File: src/rtl/bist_pkg.sv
// bist_pkg: shared types and constants for the BIST controller and its pattern generator.
// Contents: FSM state encoding, Moore output bundle, LFSR seed/taps and step function.
// Used by: bist_controller, tpg_lfsr3.
package bist_pkg;

  typedef enum logic [2:0] {
    S_IDLE    = 3'd0,
    S_INIT    = 3'd1,
    S_RUN     = 3'd2,
    S_COMPARE = 3'd3,
    S_DONE    = 3'd4
  } state_t;

  // Moore outputs, registered together with the state they belong to.
  typedef struct packed {
    logic test_mode;
    logic misr_clr;
    logic busy;
  } moore_t;

  localparam logic [2:0] LFSR_SEED = 3'b001;
  // Feedback bits: the new q[0] is the XOR of q[2] and q[1].
  localparam logic [2:0] LFSR_TAPS = 3'b110;

  function automatic logic [2:0] lfsr_next(input logic [2:0] q);
    return {q[1], q[0], ^(q & LFSR_TAPS)};
  endfunction

  function automatic moore_t moore_of(input state_t s);
    moore_t m;
    m.test_mode = (s == S_INIT) || (s == S_RUN) || (s == S_COMPARE);
    m.busy      = m.test_mode;
    m.misr_clr  = (s == S_IDLE) || (s == S_INIT) || (s == S_DONE);
    return m;
  endfunction

endpackage

File: src/rtl/tpg_lfsr3.sv
// tpg_lfsr3: 3-bit maximal-length LFSR test pattern generator (period 7).
// Ports: clock, reset (async, active-high, loads seed), seed_load (load seed),
//        enable (advance one step), q (current pattern).
module tpg_lfsr3
  import bist_pkg::*;
(
  input  logic       clock,
  input  logic       reset,
  input  logic       seed_load,
  input  logic       enable,
  output logic [2:0] q
);

  always_ff @(posedge clock or posedge reset) begin
    if (reset) begin
      q <= LFSR_SEED;
    end else if (seed_load) begin
      q <= LFSR_SEED;
    end else if (enable) begin
      q <= lfsr_next(q);
    end
  end

endmodule

File: src/rtl/bist_controller.sv
// bist_controller: runs NUM_PATTERNS LFSR patterns into an adder CUT and checks the MISR signature.
// Ports: clock, reset (async, active-high), start, abort, misr_sig in; tpg_pattern, test_mode,
//        misr_clr, busy, done, pass, sig_captured out (all registered).
module bist_controller
  import bist_pkg::*;
#(
  parameter int         NUM_PATTERNS = 7,
  parameter logic [3:0] GOLDEN_SIG   = 4'h0
) (
  input  logic       clock,
  input  logic       reset,
  input  logic       start,
  input  logic       abort,
  input  logic [3:0] misr_sig,
  output logic [2:0] tpg_pattern,
  output logic       test_mode,
  output logic       misr_clr,
  output logic       busy,
  output logic       done,
  output logic       pass,
  output logic [3:0] sig_captured
);

  localparam logic [7:0] LAST_COUNT = 8'(NUM_PATTERNS - 1);

  state_t     state;
  moore_t     moore;
  logic [7:0] count;

  // The LFSR is seeded on the INIT->RUN edge so pattern 0 is visible in the first RUN cycle.
  tpg_lfsr3 u_tpg (
    .clock     (clock),
    .reset     (reset),
    .seed_load (state == S_INIT),
    .enable    (state == S_RUN),
    .q         (tpg_pattern)
  );

  assign test_mode = moore.test_mode;
  assign misr_clr  = moore.misr_clr;
  assign busy      = moore.busy;

  always_ff @(posedge clock or posedge reset) begin
    if (reset) begin
      state        <= S_IDLE;
      moore        <= moore_of(S_IDLE);
      count        <= 8'd0;
      done         <= 1'b0;
      pass         <= 1'b0;
      sig_captured <= 4'h0;
    end else begin
      case (state)
        S_IDLE: begin
          if (start) begin
            state <= S_INIT;
            moore <= moore_of(S_INIT);
          end
        end
        S_INIT: begin
          if (abort) begin
            state <= S_IDLE;
            moore <= moore_of(S_IDLE);
            done  <= 1'b0;
            pass  <= 1'b0;
          end else begin
            state <= S_RUN;
            moore <= moore_of(S_RUN);
            count <= 8'd0;
          end
        end
        S_RUN: begin
          if (abort) begin
            state <= S_IDLE;
            moore <= moore_of(S_IDLE);
            done  <= 1'b0;
            pass  <= 1'b0;
          end else begin
            count <= count + 8'd1;
            if (count == LAST_COUNT) begin
              state <= S_COMPARE;
              moore <= moore_of(S_COMPARE);
            end
          end
        end
        S_COMPARE: begin
          if (abort) begin
            state <= S_IDLE;
            moore <= moore_of(S_IDLE);
            done  <= 1'b0;
            pass  <= 1'b0;
          end else begin
            state        <= S_DONE;
            moore        <= moore_of(S_DONE);
            sig_captured <= misr_sig;
            pass         <= (misr_sig == GOLDEN_SIG);
            done         <= 1'b1;
          end
        end
        S_DONE: begin
          // A new run clears the previous verdict; sig_captured is kept until the next COMPARE.
          if (start) begin
            state <= S_INIT;
            moore <= moore_of(S_INIT);
            done  <= 1'b0;
            pass  <= 1'b0;
          end
        end
        default: begin
          state <= S_IDLE;
          moore <= moore_of(S_IDLE);
          done  <= 1'b0;
          pass  <= 1'b0;
        end
      endcase
    end
  end

endmodule

File: config.mk
export PLATFORM = sky130hd
export DESIGN_NAME = bist_controller
export DESIGN_NICKNAME = d
export VERILOG_FILES = /design/src/rtl/bist_pkg.sv /design/src/rtl/tpg_lfsr3.sv /design/src/rtl/bist_controller.sv
export SDC_FILE = /design/constraint.sdc
export NUM_CORES = 1
export LEC_CHECK = 0
export CORE_AREA = 4 4 66 68
export CTS_CLUSTER_DIAMETER = 50
export DETAILED_ROUTE_END_ITERATION = 8
export DIE_AREA = 0 0 70 72
export PLACE_DENSITY = 0.6
export SYNTH_ARGS = -nofsm -noshare
export SYNTH_HDL_FRONTEND = slang
export SYNTH_SLANG_ARGS = --single-unit
File: constraint.sdc
create_clock -name clock -period 3.9 [get_ports clock]
set_input_delay 0.39 -clock clock [delete_from_list [all_inputs] [get_ports clock]]
set_output_delay 0.39 -clock clock [all_outputs]
set_load 0.005 [all_outputs]
==> impl_metrics.tcl <==
set metrics [dict create \
    layout-drive-gt1-share_pct 8.46 \
    critical_path.max_fanout 8 \
    detail_route.wl_per_cell_um 14.1 \
    worst_slew_pin_slew_ns 0.827 \
    ys_top_cells_by_area "dfrtp_1 (43%), o21ai_0 (5.1%), dfstp_2 (4.5%), mux2_2 (3.9%), a211oi_1 (2.6%)" \
    worst-setup-path-type "in2reg" \
    grt_max_degree 23 \
    r2r_cells 3 \
    num_io_pins 20 \
    grt_pass1_vias 949 \
    power.switching_mw 0.325 \
    drt-met1-wl_mm 1.21 \
    first_pass_iters 4 \
    initial_core_util_pct 30.3 \
    crit_path_max_incr_delay_ns 0.59 \
    outcome "finished clean" \
    fin_ws_ns 1.95 \
    place_area_um2 1380 \
    nets 142 \
    hold-path-endpoint "done" \
    synth_edf_count 0 \
    place_ws_ns 1.68 \
    yosys.cell_types.count 44 \
    cts_tree "done" \
    syn-num-nets 125 \
    die_y_um 72 \
    post_cts_buffers 0 \
    synth_warnings 0 \
    synth_seq_area_share_pct 47.4 \
    yosys-top-cells-count "dfrtp_1 (20), o21ai_0 (12), inv_1 (6), nand2_1 (6), nor2_1 (6)" \
    synth_top_area_share_pct 42.9 \
    period_minus_slack_ns 1.95 \
    routed_via_density 5.42 \
    cts_buffers 3 \
    tns_ns 0 \
    clock_path_buffers 2 \
    fillers 395 \
    crit_chain "clkdlybuf4s50_1 > or4b_4 > or4_1 > nand3_1" \
    clk_pin_slew_worst_paths_ns 0.07 \
    via_count 976 \
    clockRootBuffer "clkbuf_8" \
    netlist_instances 115 \
    rsz0062_at_grt "false" \
    drtIter0Drc 56 \
    wl_mm 2.53 \
    routed.top_layer "met4" \
    p_per_area_nw_per_um2 642 \
    insertion_delay_ns 0.26 \
    synthArstFlopShare_pct 100 \
    drc_errors 0 \
    synth_ff_type "dfrtp_1" \
    avgSynthCellArea_um2 10.2 \
    min_from "done" \
    slew_headroom_pct 44.8 \
    r2r_slack_ns 1.98 \
    antenna_cells 0 \
    dp_hpwl_mm 1.82 \
    worstPathArrival_ns 2.14 \
    ctsHoldBuffers 0 \
    yosysMostFrequentCell "dfrtp_1" \
    port_buffers 19 \
    yosysTopAreaCell "dfrtp_1" \
    area_delta_synth_final_pct 21.9 \
    met3WireLength_um 139 \
    rows 23 \
    dieArea_um2 5040 \
    sequentialPowerShare_pct 44.6 \
    power_switching_share_pct 35.6 \
    holdPathStages 1 \
    grt_first_pass_wirelength_mm 4.34 \
    clock_power_share_pct 15.0 \
    cts.sinks 22 \
    netlist_area_um2 1170 \
    crit_slowest_cell "or4b_4" \
    hold_violations 0 \
    drv_cap 0 \
    leakage_nw 0.588 \
    cts_resized 0 \
    route.met2.wl_mm 1.18 \
    combPwrFrac_pct 40.4 \
    antenna_found_initial 0 \
    grt_use_total_pct 10.4 \
    h-tree-depth 1 \
    fin_area_um2 1420 \
    hold_path.class "reg2reg" \
    postRouteAntennaNets 0 \
    r2r-start "state[0]" \
    p_int_mw 0.588 \
    ys_ff_latch 22 \
    fin_skew_ns 0.00351 \
    fin_util_pct 36.9 \
    endpoint_kind "flip-flop" \
    critPathRequiredTime_ns 4.10 \
    slew_violations 0 \
    ir_worst_vdd_mv 0.452 \
    gr-total-overflow 0 \
    setup_viol 0 \
    place_congestion 0.766 \
    reg2reg_to "count[6]" \
    core_um2 3860 \
    clock.fmax_ghz 0.514 \
    worst_setup_path_start_kind "primary input" \
    fin_crit_sh_pct 49.9 \
    die_x_um 70 \
]
-- power by group through the flow --
stage | Clock [mW] | Combinational [mW] | Sequential [mW]
global route | 0.152 | 0.414 | 0.426
finish | 0.137 | 0.369 | 0.407
global placement | 0 | 0.362 | 0.407
CTS | 0.142 | 0.375 | 0.406
detailed placement | 0 | 0.372 | 0.411
floorplan | 0 | 0.263 | 0.365
-- per-layer routing --
metal | up-vias | GRT usage [%]
li1 | 464 | -
met1 | 479 | 14.8
met2 | 29 | 15.8
met3 | 4 | 2.77
met4 | 0 | 2.34
met5 | - | 0
-- state kept, by name (all words and copies together), names as in the netlist --
name / cells
done: 1
pass: 1
busy: 1
misr_clr: 1
u_tpg.q: 3
count: 8
sig_captured: 4
state: 3
-- area by class of cell --
| type | instances | area, um^2 | area share (%) |
|---|---|---|---|
| multi-input combinational | 80 | 553 | 38.9 |
| sequential | 22 | 553 | 38.9 |
| tap | 50 | 62.6 | 4.40 |
| timing repair buffer | 19 | 190 | 13.4 |
| clock buffer | 3 | 41.3 | 2.90 |
| inverter | 6 | 22.5 | 1.58 |
-- critical path: cells and delay by family --
family                 cells  cell delay [ns]
AND/OR/NAND/NOR            3             1.21
buffers and inverters      1             0.55
-- placed cells by master, fill, tap and decap left out, types with 3 or more instances in the layout --
cell,n
clkdlybuf4s50_1,19
inv_1,6
nor2_1,6
clkbuf_8,3
a22oi_1,3
a211oi_1,4
dfrtp_1,20
o21ai_0,12
mux2_2,4
nand3_1,3
nand2_1,6
a21o_1,4
-- logic make-up after synthesis --
group	synth area share (%)
multiplexers	4.72
XOR/XNOR	1.50
adder cells (fa/ha/maj)	3.00
flip-flops	47.4
buffers and inverters	5.25
AND/OR/NAND/NOR	17.1
AO/OA/AOI/OAI	21.0
-- metrics by stage --
step	total power, mW	hold slack, ns	std cells
2_1_floorplan	0.628	0.378	115
3_5_place_dp	0.783	0.474	177
4_1_cts	0.924	0.492	180
3_3_place_gp	0.769	0.465	177
6_report	0.913	0.483	180
5_1_grt	0.992	0.512	180
-- worst max path at each step --
stage / end / slack, ns / start / cells after the start
2_1_floorplan: count[6] / 2.21 / abort / 4
3_3_place_gp: count[6] / 1.74 / abort / 4
3_5_place_dp: count[6] / 1.68 / abort / 4
4_1_cts: count[6] / 1.96 / abort / 4
5_1_grt: count[6] / 1.91 / state[0] / 3
6_report: count[6] / 1.95 / abort / 4
Power figures use the tool's default switching activity.
